**config.mk**
```make
export PLATFORM = sky130hd
export DESIGN_NAME = fifo_flags
export DESIGN_NICKNAME = d
export VERILOG_FILES = /design/src/rtl/fifo_flags.sv
export SDC_FILE = /design/constraint.sdc
export NUM_CORES = 1
export LEC_CHECK = 0
export ABC_AREA = 1
export CAP_MARGIN = 40
export CORE_AREA = 4 4 109 111
export DETAILED_ROUTE_END_ITERATION = 8
export DIE_AREA = 0 0 113 115
export GPL_ROUTABILITY_DRIVEN = 0
export HOLD_SLACK_MARGIN = 0.08
export PLACE_DENSITY = 0.77
export SYNTH_ARGS = -nofsm -noshare
export SYNTH_HDL_FRONTEND = slang
export SYNTH_SLANG_ARGS = --single-unit
export TNS_END_PERCENT = 100
```
**constraint.sdc**
```tcl
create_clock -name clk -period 2.5 [get_ports clk]
set_clock_uncertainty 0.15 [all_clocks]
set_input_delay 0.625 -clock clk [delete_from_list [all_inputs] [get_ports clk]]
set_output_delay 0.625 -clock clk [all_outputs]
set_load 0.01 [all_outputs]
```
**src/rtl/fifo_flags.sv**
```systemverilog
// Synchronous FIFO with occupancy count, programmable almost-full/almost-empty
// thresholds, sticky overflow/underflow flags, synchronous flush and optional FWFT read.
module fifo_flags #(
  parameter int DATA_WIDTH = 8,
  parameter int DEPTH      = 16,
  parameter int AF_LEVEL   = DEPTH - 2,
  parameter int AE_LEVEL   = 2,
  parameter bit FWFT       = 1'b0,
  localparam int CW        = $clog2(DEPTH + 1)
) (
  input  logic                  clk,
  input  logic                  rst_,
  input  logic                  flush,
  input  logic                  clr_err,
  input  logic                  wr_en,
  input  logic [DATA_WIDTH-1:0] din,
  input  logic                  rd_en,
  output logic [DATA_WIDTH-1:0] dout,
  output logic                  full,
  output logic                  empty,
  output logic                  almost_full,
  output logic                  almost_empty,
  output logic [CW-1:0]         count,
  output logic                  overflow,
  output logic                  underflow
);

  localparam int PW = $clog2(DEPTH);

  logic [DATA_WIDTH-1:0] mem [DEPTH];
  logic [PW-1:0]         wr_ptr;
  logic [PW-1:0]         rd_ptr;
  logic                  rd_acc;
  logic                  wr_acc;

  assign full         = (count == CW'(DEPTH));
  assign empty        = (count == '0);
  assign almost_full  = (count >= CW'(AF_LEVEL));
  assign almost_empty = (count <= CW'(AE_LEVEL));

  // Flush masks both requests so they neither move state nor raise errors.
  assign rd_acc = rd_en & ~empty & ~flush;
  assign wr_acc = wr_en & (~full | rd_acc) & ~flush;

  always_ff @(posedge clk) begin
    if (wr_acc) mem[wr_ptr] <= din;
  end

  always_ff @(posedge clk or posedge rst_) begin
    if (rst_) begin
      wr_ptr <= '0;
      rd_ptr <= '0;
      count  <= '0;
    end else if (flush) begin
      wr_ptr <= '0;
      rd_ptr <= '0;
      count  <= '0;
    end else begin
      if (wr_acc) wr_ptr <= (wr_ptr == PW'(DEPTH - 1)) ? '0 : wr_ptr + PW'(1);
      if (rd_acc) rd_ptr <= (rd_ptr == PW'(DEPTH - 1)) ? '0 : rd_ptr + PW'(1);
      case ({wr_acc, rd_acc})
        2'b10:   count <= count + CW'(1);
        2'b01:   count <= count - CW'(1);
        default: count <= count;
      endcase
    end
  end

  // Set wins over clear when both happen in the same cycle.
  always_ff @(posedge clk or posedge rst_) begin
    if (rst_) begin
      overflow  <= 1'b0;
      underflow <= 1'b0;
    end else begin
      if (clr_err) begin
        overflow  <= 1'b0;
        underflow <= 1'b0;
      end
      if (~flush & wr_en & ~wr_acc) overflow  <= 1'b1;
      if (~flush & rd_en & empty)   underflow <= 1'b1;
    end
  end

  generate
    if (FWFT) begin : g_fwft
      assign dout = empty ? '0 : mem[rd_ptr];
    end else begin : g_std
      logic [DATA_WIDTH-1:0] dout_q;
      always_ff @(posedge clk or posedge rst_) begin
        if (rst_)        dout_q <= '0;
        else if (rd_acc) dout_q <= mem[rd_ptr];
      end
      assign dout = dout_q;
    end
  endgenerate

endmodule

```
==> metrics.md <==
| Metric | Value |
|---|---|
| Initial antenna violation count | 0 |
| Die Span X | 113 um |
| GRT busiest layer | met2 |
| Hold Vio Cnt, Final | 0 |
| Clk pin slew, worst setup/hold paths | 0.06 ns |
| Largest net degree at the start of global routing | 55 |
| Setup crit start kind | flop |
| Clock sink count | 151 |
| CTS tree | built |
| Met2 Use GR | 39.5% |
| Min Tclk post-route | 2.38 ns |
| DRC viols | 0 |
| Main combinational cell family by area after synthesis | compound AO/OA/AOI/OAI gates |
| # rows | 38 |
| Synth Instances | 505 |
| Vias in the first global route | 4387 |
| Yosys cell types | 35 |
| Post-Synth Adder-Cell Area | 1.39% |
| DR vias | 4355 |
| Reg2Reg Setup Slack | 0.41 ns |
| Finished Layout Cells | 728 |
| DP Area | 6990 um2 |
| Starting Density | 58.3% |
| Post-Syn Area | 6290 um2 |
| Layout cells sized above 1 | 17.0% |
| Register area share after synthesis | 70.3% |
| Async set-reset flop share out of synthesis | 15.2% |
| Root Buffer | clkbuf_8 |
| Status | finished clean |
| Ranking of synthesized cells by instance count | edfxtp_1, nor2_1, o21ai_0 |
| Bufs on Longest Clock Path | 2 |
| Fin. max-slew vios | 0 |
| Total CTS buffers | 17 |
| Final net count | 596 |
| Average wire per standard cell | 20.7 um |
| Congestion Overflow GR | 0 |
| I/O Pins | 33 |
| Pwr Total | 0.00766 W |
| Die height | 115 um |
| Reg area | 4430 um2 |
| Port Buffers | 32 |
| DR vias/cell | 5.98 |
| Synth warn | 0 |
| Period utilization | 95.3% |
| Power Density | 1010 nW/um2 |
| Worst min path class | input port to asynchronous set/reset pin |
| Placed Cells | 694 |
| Top FF cell, synth | edfxtp_1 |
| Critical path's slowest cell | dfrtp_2 |
| Ranking of synthesized cells by area | edfxtp_1, dfrtp_1, o21ai_0, nor2_1, o221ai_1 |
| LEAKAGE | 2.75 nW |
| Pre-antenna DRT Iters | 7 |
| Simple-Gate Fraction of Synth Area | 10.5% |
| Slew margin rel. | 56.2% |
| CP max stage delay | 0.44 ns |
| Compound-gate portion of the synthesized area | 13.5% |
| Total wire length | 15100 um |
| Clk_lat worst skew | 0.52 ns |
| Critical path class | flop to primary output |
| Worst R2R Start | count[1] |
| Area growth, synth to finish | 21.0% |
| RSZ-0062 raised after global routing | false |
| Mux cell area share after synthesis | 0% |
| CP Cell Sequence | nor2_4, nand2_1, nor2_1, dlygate4sd2_1 |
| Total die area | 13000 um2 |
| Initial DRC count | 381 |
| Post-route cell area | 7610 um2 |
| Final ANT Viol Nets | 0 |
| R2R depth | 12 |
| Hold WS | 0.307 ns |
| Crit path max fanout | 4 |
| Synthesized net count | 526 |
| Arrival @ worst endpoint | 1.61 ns |
| First-pass GRT wire length | 23500 um |
| Max Cap Viol | 0 |
| # fillers | 704 |
| Maximum VDD drop | 0.470 mV |
| Most frequent cell after synthesis | edfxtp_1 |
| Met3 usage | 5.79% |
| Share of the synthesized area in the top cell type | 61.1% |
| CP endpoint kind | primary output |
| Post-Syn Area per Cell | 12.5 um2 |
| DP HPWL | 9620 um |
| Antenna cells | 0 |
| Req. time, crit path | 1.73 ns |
| #FFs+latches synth | 151 |
| Met1 Use GR | 31.4% |
| R2r endpoint | count[4] |
| Final Setup Violations | 0 |
| Post-Synth XOR/XNOR Area | 0.418% |
| Area of the multi-input gates | 1630 um2 |
| Total GRT Usage | 24.3% |
| Htree depth | 4 |
| Fmax | 420 MHz |
| Number of synthesized flops with an enable pin | 128 |
| Slew at the pin closest to its max-slew limit | 0.654 ns |
| Area leader, netlist | edfxtp_1 |
| Core area | 10800 um2 |
-- state kept, by name, summed over array words and instances, names as in the netlist --
| register | flops |
|---|---|
| wr_ptr | 4 |
| rd_ptr | 4 |
| dout | 8 |
| count | 5 |
| mem | 128 |
| overflow | 1 |
| underflow | 1 |
-- power breakdown --
group / switching (W) / internal (W) / total (W)
registers: 0.000119 / 0.00288 / 0.00300
clock network: 0.000959 / 0.00162 / 0.00258
logic: 0.00129 / 0.000793 / 0.00208
total: 0.00236 / 0.00530 / 0.00766
-- critical path: cells and delay by family, from the launching register on --
family / cells / cell delay (ns)
buffers and inverters: 1 / 0.28
AND/OR/NAND/NOR: 3 / 0.37
flip-flops: 1 / 0.44
-- layout by cell type, fill, tap and decap left out, drive strengths merged, types with 8 or more instances in the layout --
master,n
clkdlybuf4s50,28
o211ai,13
nor2,93
o21ai,71
dfrtp,23
buf,45
o221ai,21
clkbuf,20
nand2,40
edfxtp,128
inv,29
a31oi,8
nand3,13
o22ai,18
-- worst max path at each step --
stage	from	endpoint	slack [ns]	depth (start not counted)
detailed placement	rd_en	mem[12][3]	-0.08	9
global placement	rd_en	mem[3][7]	-0.04	7
global route	count[2]	almost_full	0.01	3
CTS	count[4]	count[4]	0.05	1
finish	count[1]	full	0.12	4
floorplan	flush	mem[4][0]	0.25	7
-- logic make-up (layout without fill, tap and decap cells) --
kind of cell    Yosys count  in the layout
compound gates          136            136
xor+xnor                  3              3
fa+ha+maj                 7              7
buf+inv                  56            139
flops                   151            151
simple gates            152            152
-- timing repair --
| action | 4_1_cts | 5_1_grt |
|---|---|---|
| setup endpoints to repair | 4 | 1 |
| buffers inserted | 2 | 0 |
| hold buffers | 0 | 0 |
| pin swaps | 2 | 0 |
| resized for setup | 8 | 1 |
-- cell type report --
type                       instances  area share, %
tap                              140           2.30
inverter                          30           1.51
clock inverter                    12           2.32
timing repair buffer              77           8.75
multi-input combinational        298           21.4
clock buffer                      20           5.59
sequential                       151           58.2
-- metal layers --
metal	vias up	wire length, um	share of wire [%]
li1	2001	-	-
met1	2089	5890	39
met2	224	7410	49
met3	41	1290	8.5
met4	0	480	3.2
met5	-	0	0
-- stage by stage --
stage	setup slack [ns]	util (%)	TNS [ns]
floorplan	0.248	-	0
global placement	-0.0393	64.7	-1.88
detailed placement	-0.0756	64.7	-6.44
CTS	0.0494	70.5	0
global route	0.0113	70.5	0
finish	0.117	70.5	0
(Power assumes the default switching activity.)
